`config.mk`:
```
export PLATFORM = sky130hd
export DESIGN_NAME = acc_quant_pack
export DESIGN_NICKNAME = d
export VERILOG_FILES = /design/src/rtl/cnna_pkg.sv /design/src/rtl/sfifo_fwft.sv /design/src/rtl/acc_quant_pack.sv
export SDC_FILE = /design/constraint.sdc
export NUM_CORES = 1
export LEC_CHECK = 0
export ABC_AREA = 1
export CAP_MARGIN = 40
export CORE_MARGIN = 1
export CORE_UTILIZATION = 35
export CTS_BUF_LIST = sky130_fd_sc_hd__clkbuf_8 sky130_fd_sc_hd__clkbuf_16
export DETAILED_ROUTE_END_ITERATION = 10
export HOLD_SLACK_MARGIN = 0.05
export PLACE_DENSITY_LB_ADDON = 0.3
export SKIP_LAST_GASP = 1
export SLEW_MARGIN = 20
export SYNTH_ARGS = -nofsm -noshare
export SYNTH_HDL_FRONTEND = slang
export SYNTH_SLANG_ARGS = --single-unit
```
`constraint.sdc`:
```
create_clock -name I_clk -period 5 [get_ports I_clk]
set_input_delay 0.75 -clock I_clk [delete_from_list [all_inputs] [get_ports I_clk]]
set_output_delay 0.75 -clock I_clk [all_outputs]
set_load 0.05 [all_outputs]
```
`src/rtl/cnna_pkg.sv`:
```
// Shared constants and helpers for the CNN accelerator datapath blocks
// (accumulator, quantise/pack stage, ofmap buffer writer).
package cnna_pkg;

    localparam int CNNA_OUT_W = 8;
    localparam int CNNA_PACK  = 4;

    function automatic int clog2(input int value);
        int bits;
        bits = 0;
        while ((1 << bits) < value) bits++;
        return bits;
    endfunction

    function automatic int sat_max(input int width);
        return (1 << (width - 1)) - 1;
    endfunction

    function automatic int sat_min(input int width);
        return -(1 << (width - 1));
    endfunction

    localparam int CNNA_SAT_MAX = sat_max(CNNA_OUT_W);
    localparam int CNNA_SAT_MIN = sat_min(CNNA_OUT_W);

    typedef struct packed {
        logic vld;
        logic last;
    } beat_ctrl_t;

endpackage

```
`src/rtl/sfifo_fwft.sv`:
```
// Synchronous first-word-fall-through FIFO with registered occupancy,
// almost-full and a sticky overflow flag for writes that hit a full FIFO.
module sfifo_fwft
    import cnna_pkg::*;
#(
    parameter int WIDTH = 36,
    parameter int DEPTH = 8
) (
    input  logic                    I_clk,
    input  logic                    I_rst,
    input  logic                    I_wr_en,
    input  logic [WIDTH-1:0]        I_wr_data,
    output logic [WIDTH-1:0]        O_rd_data,
    output logic                    O_rd_vld,
    input  logic                    I_rd_en,
    output logic [clog2(DEPTH):0]   O_level,
    output logic                    O_almost_full,
    output logic                    O_overflow
);

    localparam int AW = clog2(DEPTH);
    localparam int LW = AW + 1;

    logic [WIDTH-1:0] mem [DEPTH];
    logic [AW-1:0]    wr_ptr;
    logic [AW-1:0]    rd_ptr;
    logic [LW-1:0]    level;
    logic [LW-1:0]    level_next;
    logic             almost_full;
    logic             overflow;
    logic             empty;
    logic             full;
    logic             do_pop;
    logic             do_push;

    assign empty   = (level == '0);
    assign full    = (level == LW'(DEPTH));
    assign do_pop  = !empty && I_rd_en;
    // A pop in the same cycle frees the slot, so a full FIFO still accepts the write.
    assign do_push = I_wr_en && (!full || do_pop);

    always_comb begin
        level_next = level;
        if (do_push && !do_pop) begin
            level_next = level + LW'(1);
        end else if (!do_push && do_pop) begin
            level_next = level - LW'(1);
        end
    end

    always_ff @(posedge I_clk or negedge I_rst) begin
        if (!I_rst) begin
            wr_ptr      <= '0;
            rd_ptr      <= '0;
            level       <= '0;
            almost_full <= 1'b0;
            overflow    <= 1'b0;
        end else begin
            if (do_push) wr_ptr <= wr_ptr + AW'(1);
            if (do_pop)  rd_ptr <= rd_ptr + AW'(1);
            level       <= level_next;
            almost_full <= (level_next >= LW'(DEPTH - 2));
            if (I_wr_en && !do_push) overflow <= 1'b1;
        end
    end

    always_ff @(posedge I_clk) begin
        if (do_push) mem[wr_ptr] <= I_wr_data;
    end

    assign O_rd_vld      = !empty;
    assign O_rd_data     = empty ? '0 : mem[rd_ptr];
    assign O_level       = level;
    assign O_almost_full = almost_full;
    assign O_overflow    = overflow;

endmodule

```
`src/rtl/acc_quant_pack.sv`:
```
// Quantises finished accumulations (bias, rounding shift, ReLU, saturation),
// packs C_PACK lanes per word and buffers the words for the ofmap writer.
module acc_quant_pack
    import cnna_pkg::*;
#(
    parameter int C_IN      = 13,
    parameter int C_BIAS    = 16,
    parameter int C_SHIFT_W = 5,
    parameter int C_OUT     = CNNA_OUT_W,
    parameter int C_PACK    = CNNA_PACK,
    parameter int C_DEPTH   = 8
) (
    input  logic                        I_clk,
    input  logic                        I_rst,
    input  logic signed [C_IN-1:0]      I_result,
    input  logic                        I_result_rdy,
    input  logic                        I_result_last,
    input  logic signed [C_BIAS-1:0]    I_bias,
    input  logic [C_SHIFT_W-1:0]        I_shift,
    input  logic                        I_relu_en,
    output logic [C_PACK*C_OUT-1:0]     O_data,
    output logic [C_PACK-1:0]           O_keep,
    output logic                        O_data_vld,
    input  logic                        I_data_rdy,
    output logic [clog2(C_DEPTH):0]     O_level,
    output logic                        O_almost_full,
    output logic                        O_overflow
);

    localparam int W      = ((C_IN > C_BIAS) ? C_IN : C_BIAS) + 1;
    localparam int LANE_W = (C_PACK > 1) ? clog2(C_PACK) : 1;
    localparam int DW     = C_PACK * C_OUT;
    localparam logic signed [W:0] LANE_MAX = (W+1)'(sat_max(C_OUT));
    localparam logic signed [W:0] LANE_MIN = (W+1)'(sat_min(C_OUT));

    beat_ctrl_t              s1_ctrl;
    beat_ctrl_t              s2_ctrl;
    beat_ctrl_t              s3_ctrl;
    logic signed [W-1:0]     s1_sum;
    logic [C_SHIFT_W-1:0]    s1_shift;
    logic                    s1_relu;
    logic                    s2_relu;
    logic signed [W:0]       s1_wide;
    logic signed [W:0]       rnd;
    logic signed [W:0]       s2_next;
    logic signed [W:0]       s2_val;
    logic signed [C_OUT-1:0] s3_next;
    logic signed [C_OUT-1:0] s3_val;

    logic [LANE_W-1:0]       lane;
    logic [DW-1:0]           word_q;
    logic [DW-1:0]           word_next;
    logic [C_PACK-1:0]       keep_next;
    logic                    word_done;
    logic                    push_vld;
    logic [DW-1:0]           push_data;
    logic [C_PACK-1:0]       push_keep;
    logic [DW+C_PACK-1:0]    fifo_rd_data;

    always_ff @(posedge I_clk or negedge I_rst) begin
        if (!I_rst) begin
            s1_ctrl  <= '0;
            s1_sum   <= '0;
            s1_shift <= '0;
            s1_relu  <= 1'b0;
        end else begin
            s1_ctrl.vld  <= I_result_rdy;
            s1_ctrl.last <= I_result_rdy && I_result_last;
            if (I_result_rdy) begin
                s1_sum   <= W'(I_result) + W'(I_bias);
                s1_shift <= I_shift;
                s1_relu  <= I_relu_en;
            end
        end
    end

    // Half-up rounding; very large shifts collapse to the sign fill directly
    // because the rounding constant would no longer fit the widened adder.
    always_comb begin
        s1_wide = (W+1)'(s1_sum);
        rnd     = '0;
        s2_next = s1_wide;
        if (int'(s1_shift) >= W) begin
            s2_next = {(W+1){s1_sum[W-1]}};
        end else if (s1_shift != '0) begin
            rnd     = (W+1)'(1) << (s1_shift - C_SHIFT_W'(1));
            s2_next = (s1_wide + rnd) >>> s1_shift;
        end
    end

    always_ff @(posedge I_clk or negedge I_rst) begin
        if (!I_rst) begin
            s2_ctrl <= '0;
            s2_val  <= '0;
            s2_relu <= 1'b0;
        end else begin
            s2_ctrl <= s1_ctrl;
            s2_val  <= s2_next;
            s2_relu <= s1_relu;
        end
    end

    always_comb begin
        s3_next = s2_val[C_OUT-1:0];
        if (s2_relu && s2_val[W]) begin
            s3_next = '0;
        end else if (s2_val > LANE_MAX) begin
            s3_next = C_OUT'(LANE_MAX);
        end else if (s2_val < LANE_MIN) begin
            s3_next = C_OUT'(LANE_MIN);
        end
    end

    always_ff @(posedge I_clk or negedge I_rst) begin
        if (!I_rst) begin
            s3_ctrl <= '0;
            s3_val  <= '0;
        end else begin
            s3_ctrl <= s2_ctrl;
            s3_val  <= s3_next;
        end
    end

    always_comb begin
        word_next = word_q;
        keep_next = '0;
        for (int i = 0; i < C_PACK; i++) begin
            if (LANE_W'(i) == lane) word_next[i*C_OUT +: C_OUT] = s3_val;
            if (LANE_W'(i) <= lane) keep_next[i] = 1'b1;
        end
    end

    assign word_done = s3_ctrl.vld && (s3_ctrl.last || (lane == LANE_W'(C_PACK - 1)));

    // The finished word is held one cycle in push_* before entering the FIFO.
    always_ff @(posedge I_clk or negedge I_rst) begin
        if (!I_rst) begin
            lane      <= '0;
            word_q    <= '0;
            push_vld  <= 1'b0;
            push_data <= '0;
            push_keep <= '0;
        end else begin
            push_vld <= word_done;
            if (s3_ctrl.vld) begin
                if (word_done) begin
                    push_data <= word_next;
                    push_keep <= keep_next;
                    word_q    <= '0;
                    lane      <= '0;
                end else begin
                    word_q <= word_next;
                    lane   <= lane + LANE_W'(1);
                end
            end
        end
    end

    sfifo_fwft #(
        .WIDTH (DW + C_PACK),
        .DEPTH (C_DEPTH)
    ) u_fifo (
        .I_clk         (I_clk),
        .I_rst         (I_rst),
        .I_wr_en       (push_vld),
        .I_wr_data     ({push_keep, push_data}),
        .O_rd_data     (fifo_rd_data),
        .O_rd_vld      (O_data_vld),
        .I_rd_en       (I_data_rdy),
        .O_level       (O_level),
        .O_almost_full (O_almost_full),
        .O_overflow    (O_overflow)
    );

    assign O_data = fifo_rd_data[DW-1:0];
    assign O_keep = fifo_rd_data[DW+C_PACK-1:DW];

endmodule

```
Yosys cells after proc, flatten, opt, wreduce, memory -nomap -nowiden:

Memory sizes are Yosys's and may differ from the RTL's.
Index checks and enable logic that the tools add are counted.

* equality and inequality tests: 5
* shift-type cells: 2
* $lt $le $gt $ge: 8
* add/sub/neg operators: 8
* multiplexer cells: 20
* reductions and logical operators: 18

Operators by type and width (count)
* $mux W8: 7
* $mux W18: 2
* $mux W36: 1
* $mux W32: 1
* $add A17 B18 Y18: 1
* $gt A18 B8 Y1 const B: 1
* $lt A18 B8 Y1 const B: 1
* $shl A1 B5 Y18 const A: 1
* $sshr A18 B5 Y18: 1
* $add A13 B16 Y17: 1
* $logic_and A1 B1 Y1: 8
* $mux W4: 2
* $add A3 B1 Y3 const B: 2
* $mux W1: 6
* $ge A5 B5 Y1 const B: 1
* $reduce_bool A5 Y1: 1
* $sub A5 B1 Y5 const B: 1
* $add A4 B1 Y4 const B: 1
* $eq A2 B2 Y1 const A: 2
* $eq A4 B4 Y1 const B: 1
* $ge A4 B3 Y1 const B: 1
* $le A1 B2 Y1 const A: 2
* $le A2 B2 Y1 const A: 2
* $logic_not A1 Y1: 4
* 9 further kinds: 10

* memory bits (writable): 288
* memories: 1
* input port bits: 40
* bits in registers: 139

Memory list
* u_fifo.mem: depth 8, bits a word 36, rd ports 1, clocked after memory_dff 0, write ports 1, RTL line sfifo_fwft.sv:24 `logic [WIDTH-1:0] mem [DEPTH];`

Logic depth before layout (Yosys ltp):

Gate-level depths: netlist (run 1).

* word-level depth: 10
* depth in mapped cells: 31
* gate-level depth less buffers: 29

Modules after synthesis:

A second synthesis (run 1) with hierarchy kept.

* cell total of the unflattened synthesis: 2062
* area, all modules: 19934.1 µm²

Modules (own cells, without submodules)
* sfifo_fwft: seq. area each 8948.6 µm², cells an instance 946, times used 1, area each 12041.5 µm²
* acc_quant_pack: seq. area each 3178.0 µm², cells an instance 1116, times used 1, area each 7892.6 µm²

Worst setup path before layout (run 1):

OpenSTA, ideal clock, no wires.

* kind: register -> register
* from: register u_fifo.level[0], in the netlist u_fifo.O_level[0]
* to: memory u_fifo.mem[0][0], enable pin
* arrival: 3.288 ns
* required time: 4.571 ns
* library setup time: 0.429 ns
* setup slack: 1.283 ns
* path buffers: 0
* cell stages (with the launch flop): 9
* path through: dfrtp_1 > inv_1 > ha_1 > inv_1 > nor4b_1 > nor2_1 > inv_1 > or2_2 > nor2_1

* cells in the longest elaborated chain, start to end: 7
* elaborated cells on any way between the ends: 9
* classes of those cells: eq/ne (1); mux (2); reduce/logical (6)

RTL lines
* from (decl): RTL line sfifo_fwft.sv:27 `logic [LW-1:0] level;`
* from (signal assigned): RTL line sfifo_fwft.sv:61 `level <= level_next;`
* $logic_not A4 Y1: RTL line sfifo_fwft.sv:36 `assign empty = (level == '0);`
* $logic_not A1 Y1: RTL line sfifo_fwft.sv:38 `assign do_pop = !empty && I_rd_en;`
* $logic_and A1 B1 Y1: RTL line sfifo_fwft.sv:38
* $logic_or A1 B1 Y1 *: RTL line sfifo_fwft.sv:40 `assign do_push = I_wr_en && (!full || do_pop);`
* $logic_and A1 B1 Y1 *: RTL line sfifo_fwft.sv:40
* $mux W1 *: RTL line sfifo_fwft.sv:68 `if (do_push) mem[wr_ptr] <= I_wr_data;`
* $mux W1 (implied by the code) *: RTL line sfifo_fwft.sv:68
* to (decl): RTL line sfifo_fwft.sv:24

Mark *: on every way between the ends. The rest lies on a longest branch, timed or not.

Worst setup path in the final report (run 1):

* from: register u_fifo.rd_ptr[1]
* to: output O_data[27]

* cells in the longest elaborated chain, start to end: 2

RTL lines
* from (decl): RTL line sfifo_fwft.sv:26 `logic [AW-1:0] rd_ptr;`
* from (signal assigned): RTL line sfifo_fwft.sv:60 `if (do_pop) rd_ptr <= rd_ptr + AW'(1);`
* $mem_v2 Z8 W36
* $mux W36: RTL line sfifo_fwft.sv:72 `assign O_rd_data = empty ? '0 : mem[rd_ptr];`
* to (decl): RTL line acc_quant_pack.sv:21 `output logic [C_PACK*C_OUT-1:0] O_data,`

No other way between the ends.

==> key figures, run 1 <==
STA
  – Final Cycle Share: 86.8%
  – Final clock skew: 0.0114 ns
  – Fin Setup TNS: 0 ns
  – Fmax: 230 MHz
  – Slew HR: 50.8%
  – Setup WS post-layout: 0.659 ns
  – Worst-margin pin slew: 0.736 ns
  – Final hold vios: 0
  – Unrepaired setup endpoints after global routing: false
  – Final Max Tran Viols: 0
  – Tmin final: 4.34 ns
  – Final setup viols: 0

Global route
  – GRT overflow: 0
  – GRT met2 Usage: 30.5%
  – M3 GR Usage: 2.64%
  – First-pass GRT wire length: 80300 um
  – Initial antenna violation count: 0
  – Total GRT Usage: 17.9%
  – Number of global-route vias before repair: 14200
  – Global routing usage on met1: 23.5%
  – Grt peak-use layer: met2
  – Largest net degree at the start of global routing: 123

Flow run
  – Max cap viols: 0

Die
  – Row count: 86
  – Core area: 55400 sq um
  – Die Y: 240 um
  – Ports: 83
  – Starting density of the core: 35.7%
  – Die Wd: 240 um
  – Die area: 57400 sq um

Synthesis
  – Mean Syn Cell Area: 9.70 sq um
  – Seq cells post-synth: 427
  – Most frequent cell after synthesis: nand2_1
  – EDFF count, synth: 288
  – Net Count, Synth: 2122
  – Post-synthesis sequential area ratio: 61.4%
  – Post-Syn Area: 19800 sq um
  – Leading area contributor after synthesis: edfxtp_1
  – Netlist cell types: 47
  – Synth cell count leaders: 411 x nand2_1, 288 x edfxtp_1, 288 x o21ai_0
  – Post-synth top area share: 43.8%
  – Ys async rst share: 32.6%
  – Syn Inst Count: 2038
  – Synth area leaders: edfxtp_1 44%, dfrtp_1 18%, nand2_1 7.8%
  – Synth Warn #: 0
  – Top_reg_cell synth: edfxtp_1

Clocking
  – Clock Sinks: 427
  – CTS Buffer Depth: 3
  – CTS clk-pin slew, worst paths: 0.06 ns
  – H-tree depth: 2
  – Postcts setup bufs: 0
  – Total CTS buffers: 46
  – Worst-skew pair later-pin latency: 0.58 ns
  – Clock root buffer: clkbuf_16
  – CTS tree: yes
  – Resized cells post-CTS: 0

Layout
  – Final Net Count: 2197
  – Diodes inserted: 0
  – # fillers: 5357
  – Share of cells above drive strength 1: 8.37%
  – P&R area growth vs syn: 17.0%
  – Final Non-Filler Cells: 2899
  – Core Util, Final: 41.7%

Placement
  – Port buffer count: 82
  – Placement Setup Slack: 1.20 ns
  – Placed cell count: 2811
  – Post-DP HPWL: 33000 um
  – GP Congestion: 0.891

Power
  – Clk network pwr share: 25.0%
  – Flop pwr share: 37.7%
  – Psw: 5.49 mW
  – PwrDens: 591 nW/um^2
  – Net Sw Frac: 40.1%
  – Combinational group share of total power: 37.3%
  – Internal power: 8.18 mW
  – Max VDD drop: 0.344 mV
  – LEAKAGE: 9.32 nW

Worst setup path
  – Crit-path max FO: 38
  – Critical Setup Path Class: flop to primary output
  – Crit. End Element: primary output
  – WP data required: 4.25 ns
  – Worst Path Arrival: 3.59 ns
  – Critical Path Start Type: flop

Status
  – Status: complete, no violations

Detailed routing
  – DRC: 0
  – Via-to-Cell Ratio: 4.99
  – Vias: 14500
  – First-pass DRT Iterations: 8
  – Antenna-violating nets left: 0
  – Post-Route WL: 50600 um
  – Routed len/inst: 17.5 um
  – Initial DRC count: 915

Worst hold path
  – Hold crit path type: flop to flop
cell type report:
type / instances / area, sq um / area share, %
flip-flops and latches: 427 / 12100 / 52.4
multi-input cells: 1354 / 6690 / 28.9
clock inverters: 39 / 383 / 1.66
inverters: 163 / 619 / 2.68
repair buffers: 121 / 1200 / 5.21
well taps: 748 / 936 / 4.05
clock buffers: 47 / 1160 / 5.04
cells in the final DEF (no fill, tap or decap), types with 31 or more instances in the layout:
cell type,Yosys,final
nand2_1,411,410
clkdlybuf4s50_1,0,81
a31oi_1,42,42
dfrtp_1,139,137
clkbuf_16,0,46
o21ai_0,288,288
inv_1,150,157
nor2_1,284,276
nand3_1,109,109
o22ai_1,36,36
ha_1,42,42
buf_4,4,31
a21oi_1,37,37
edfxtp_1,288,288
critical path: stages, from the launching register on:
cell and delay [ns]:
dfrtp_2 0.62, clkinv_2 0.66, buf_4 0.44, nor2_1 0.11, o21ai_0 0.08, a31oi_1 0.24
clkdlybuf4s50_1 0.84
power groups by stage:
stage | clock, mW | combinational, mW | sequential [mW]
2_1_floorplan | 0 | 3.48 | 5.02
3_5_place_dp | 0 | 5.15 | 5.21
5_1_grt | 3.63 | 5.61 | 5.22
6_report | 3.42 | 5.10 | 5.15
3_3_place_gp | 0 | 5.09 | 5.18
4_1_cts | 3.50 | 5.17 | 5.15
what timing repair did:
action | CTS | global route
setup endpoints to repair | 0 | 0
hold buffers | 1 | 0
endpoints found under the hold margin | 26 | 0
stage by stage:
step	total power [mW]	hold slack, ns	instance area [sq um]
2_1_floorplan	8.50	0.331	19800
3_3_place_gp	10.3	0.340	21500
3_5_place_dp	10.4	0.338	21500
4_1_cts	13.8	0.340	23100
5_1_grt	14.5	0.354	23100
6_report	13.7	0.348	23100
cell families (layout without fill, tap and decap cells):
group	count (synthesis)	after routing	synth area share, %
AND/OR/NAND/NOR	871	871	18.5
flip-flops	427	427	61.4
AO/OA/AOI/OAI	421	421	11.4
buffers and inverters	257	370	5.12
adder cells (fa/ha/maj)	44	44	2.86
XOR/XNOR	17	17	0.791
multiplexers	1	1	0.0506
flip-flops by register name (all words and copies together) (netlist names):
register	count
lane	2
push_data	32
push_keep	4
push_vld	1
s1_ctrl	2
s1_relu	1
s1_shift	5
s1_sum	17
s2_ctrl	2
s2_relu	1
s2_val	18
s3_ctrl	2
s3_val	8
u_fifo.O_almost_full	1
u_fifo.O_level	4
u_fifo.O_overflow	1
u_fifo.mem	288
u_fifo.rd_ptr	3
u_fifo.wr_ptr	3
word_q	32
routing by layer:
| metal | share of wire, % | wire length (um) | up-vias |
|---|---|---|---|
| met2 | 48 | 24400 | 361 |
| met1 | 44 | 22500 | 6925 |
| met4 | 2.8 | 1400 | 0 |
| met5 | 0 | 0 | - |
| li1 | - | - | 7090 |
| met3 | 4.5 | 2270 | 85 |
final timing paths:
check | start | cells after the start | slack [ns] | to
setup reg to reg | s1_shift[0] | 25 | 1.15 | s2_val[7]
hold reg to reg | s1_ctrl[1] | 0 | 0.35 | s2_ctrl[1]
max in group asynchronous | I_rst | 3 | 3.36 | u_fifo.rd_ptr[0]
setup / recovery | u_fifo.rd_ptr[1] | 6 | 0.66 | O_data[27]
min in group asynchronous | I_rst | 2 | 0.59 | s1_sum[16]
hold / removal | s1_ctrl[1] | 0 | 0.35 | s2_ctrl[1]
No activity file was read; power rests on OpenSTA's default activity.
==> inputs of run 2 (changes only) <==
CTS_CLUSTER_DIAMETER = 60   (was not set)
==> results of run 2 <==
Same layout as run 1: the final DEF is identical, and so are final timing and power.
==> inputs of run 3 (changes only) <==
CORE_MARGIN = 8   (was 1)
==> key figures, run 3 (synthesized netlist as in run 1, its figures left out) <==
Worst setup path
  – Crit path largest cell delay: 0.87 ns (+0.03 ns)
  – CP dominant cell by count: o21ai_0
  – Worst R2R End: s2_val[7]
  – R2R Setup Slk: 1.24 ns (+0.09 ns)
  – Critical Path Start Type: flop
  – Worst Reg-to-Reg Cells: 25 (unchanged)
  – CP Cell Sequence: clkinv_2 > buf_12 > o21ai_0 > o22ai_1 > o21ai_0 > a31oi_1 > clkdlybuf4s50_1
  – R2R Path Start: s1_shift[2]
  – Crit. End Element: primary output
  – CP max stage cell: clkdlybuf4s50_1
  – Crit-path max FO: 78 (+110%)
  – Critical Setup Path Class: flop to primary output
  – Worst Path Arrival: 3.47 ns (-0.12 ns)
  – WP data required: 4.25 ns (about the same)
  – Origin of the worst setup path: u_fifo.rd_ptr[0]

Layout
  – Diodes inserted: 0 (unchanged)
  – Biggest regs: u_fifo.mem: 288 flops, push_data: 32 flops, word_q: 32 flops
  – Most common cell after layout, fill and taps aside: nand2_1
  – Most frequent cells in the layout: 411 x nand2_1, 288 x o21ai_0, 288 x edfxtp_1
  – Max reg flops: 288 (unchanged)
  – # fillers: 5384 (+0.50%)
  – Share of cells above drive strength 1: 8.07% (-0.30 points)
  – P&R area growth vs syn: 16.8%
  – Final Net Count: 2189 (-0.36%)
  – Storage element area: 12100 sq um (unchanged)
  – Most flops, register: u_fifo.mem
  – Design area: 23100 sq um (-0.18%)
  – Area of the multi-input gates: 6690 sq um (about the same)

Global route
  – GRT met2 Usage: 27.9% (-2.6 points)
  – Largest net degree at the start of global routing: 146 (+19%)
  – GRT overflow: 0 (unchanged)
  – First-pass GRT wire length: 82200 um (+2.5%)
  – Initial antenna violation count: 0 (unchanged)
  – Number of global-route vias before repair: 14500 (+1.9%)
  – Total GRT Usage: 16.1% (-1.9 points)
  – M3 GR Usage: 2.43% (-0.21 points)
  – Global routing usage on met1: 20.6% (-2.9 points)
  – Grt peak-use layer: met2

Clocking
  – Clock Sinks: 427 (unchanged)
  – Postcts setup bufs: 0 (unchanged)
  – H-tree depth: 2 (unchanged)
  – CTS hold repair buffers: 0 (-1)
  – Clock root buffer: clkbuf_16
  – CTS tree: yes
  – CTS clk-pin slew, worst paths: 0.06 ns (about the same)
  – CTS Buffer Depth: 3 (unchanged)
  – Resized cells post-CTS: 0 (unchanged)
  – Worst-skew pair later-pin latency: 0.59 ns (about the same)
  – Total CTS buffers: 46 (unchanged)

Detailed routing
  – Routed len/inst: 17.8 um (+2.2%)
  – Vias: 14600 (+0.92%)
  – Post-Route WL: 51700 um (+2.2%)
  – Initial DRC count: 973 (+6.3%)
  – Via-to-Cell Ratio: 5.03 (+0.92%)
  – First-pass DRT Iterations: 5 (-3)
  – Antenna-violating nets left: 0 (unchanged)
  – DRC: 0 (unchanged)

Die
  – Die area: 64300 sq um (+12%)
  – Core area: 56100 sq um (+1.2%)
  – Die Wd: 254 um (+5.8%)
  – Row count: 87 (+1.2%)
  – Ports: 83 (unchanged)
  – Die Y: 254 um (+5.8%)
  – Starting density of the core: 35.3% (-0.41 points)

Placement
  – GP Congestion: 0.881 (-1.1%)
  – Post-DP HPWL: 33100 um (+0.14%)
  – Port buffer count: 82 (unchanged)
  – Dpl cell area: 21600 sq um (about the same)

STA
  – Final Max Tran Viols: 0 (unchanged)
  – Fin Setup TNS: 0 ns (unchanged)
  – Final Cycle Share: 84.5% (-2.3 points)
  – Final clock skew: 0.0216 ns (+0.0101 ns)
  – Worst-margin pin slew: 0.853 ns (+0.117 ns)
  – Fmax: 237 MHz (+2.8%)
  – Final setup viols: 0 (unchanged)
  – Unrepaired setup endpoints after global routing: false
  – Slew HR: 42.4% (-8.4 points)
  – Final hold vios: 0 (unchanged)
  – Tmin final: 4.22 ns (-0.117 ns)

Flow run
  – Max cap viols: 0 (unchanged)

Power
  – Max VDD drop: 0.386 mV (+12%)
  – Tot Pwr: 13.6 mW (-0.43%)
  – PwrDens: 590 nW/um^2 (-0.25%)
  – LEAKAGE: 9.29 nW (-0.32%)

Status
  – Status: complete, no violations

Worst hold path
  – Hold crit path type: input pin to async pin
## run 3: worst max-delay path by stage
stage	end
after floorplan	u_fifo.mem[0][0]
after global placement	s2_val[5]
after detailed placement	s2_val[7]
after CTS	O_data[7]
after global routing	O_keep[3]
final	O_data[7]
## run 3: critical path, delay by kind of cell (launching register included)
kind | cells | cell delay, ns
compound gates | 4 | 0.67
flops | 1 | 0.49
buf+inv | 3 | 1.71
## run 3: power by group
part	internal [mW]	leakage (nW)	switching, mW
clock network	1.91	0.793	1.43
logic	1.59	4.10	3.59
registers	4.57	4.40	0.532
## run 3: layout make-up
type                       count  share of cell area (%)
sequential                   427                    52.5
timing repair buffer         113                    5.10
tap                          756                    4.10
inverter                     163                    2.68
clock inverter                31                    1.04
multi-input combinational   1354                    29.0
clock buffer                  55                    5.57
## run 3: layer usage
| layer | vias up | part of all wire (%) |
|---|---|---|
| li1 | 7079 | - |
| met3 | 79 | 4.9 |
| met2 | 374 | 49 |
| met4 | 0 | 2.6 |
| met5 | - | 0 |
| met1 | 7062 | 43 |
## run 3: per-stage QoR
stage	setup slack, ns	instances	util [%]	hold WS, ns
after global placement	1.25	2810	38.3	0.334
after floorplan	1.28	2038	-	0.331
after detailed placement	1.28	2813	38.5	0.336
final	0.775	2899	41.2	0.228
after CTS	0.741	2899	41.2	0.224
after global routing	0.540	2899	41.2	0.259
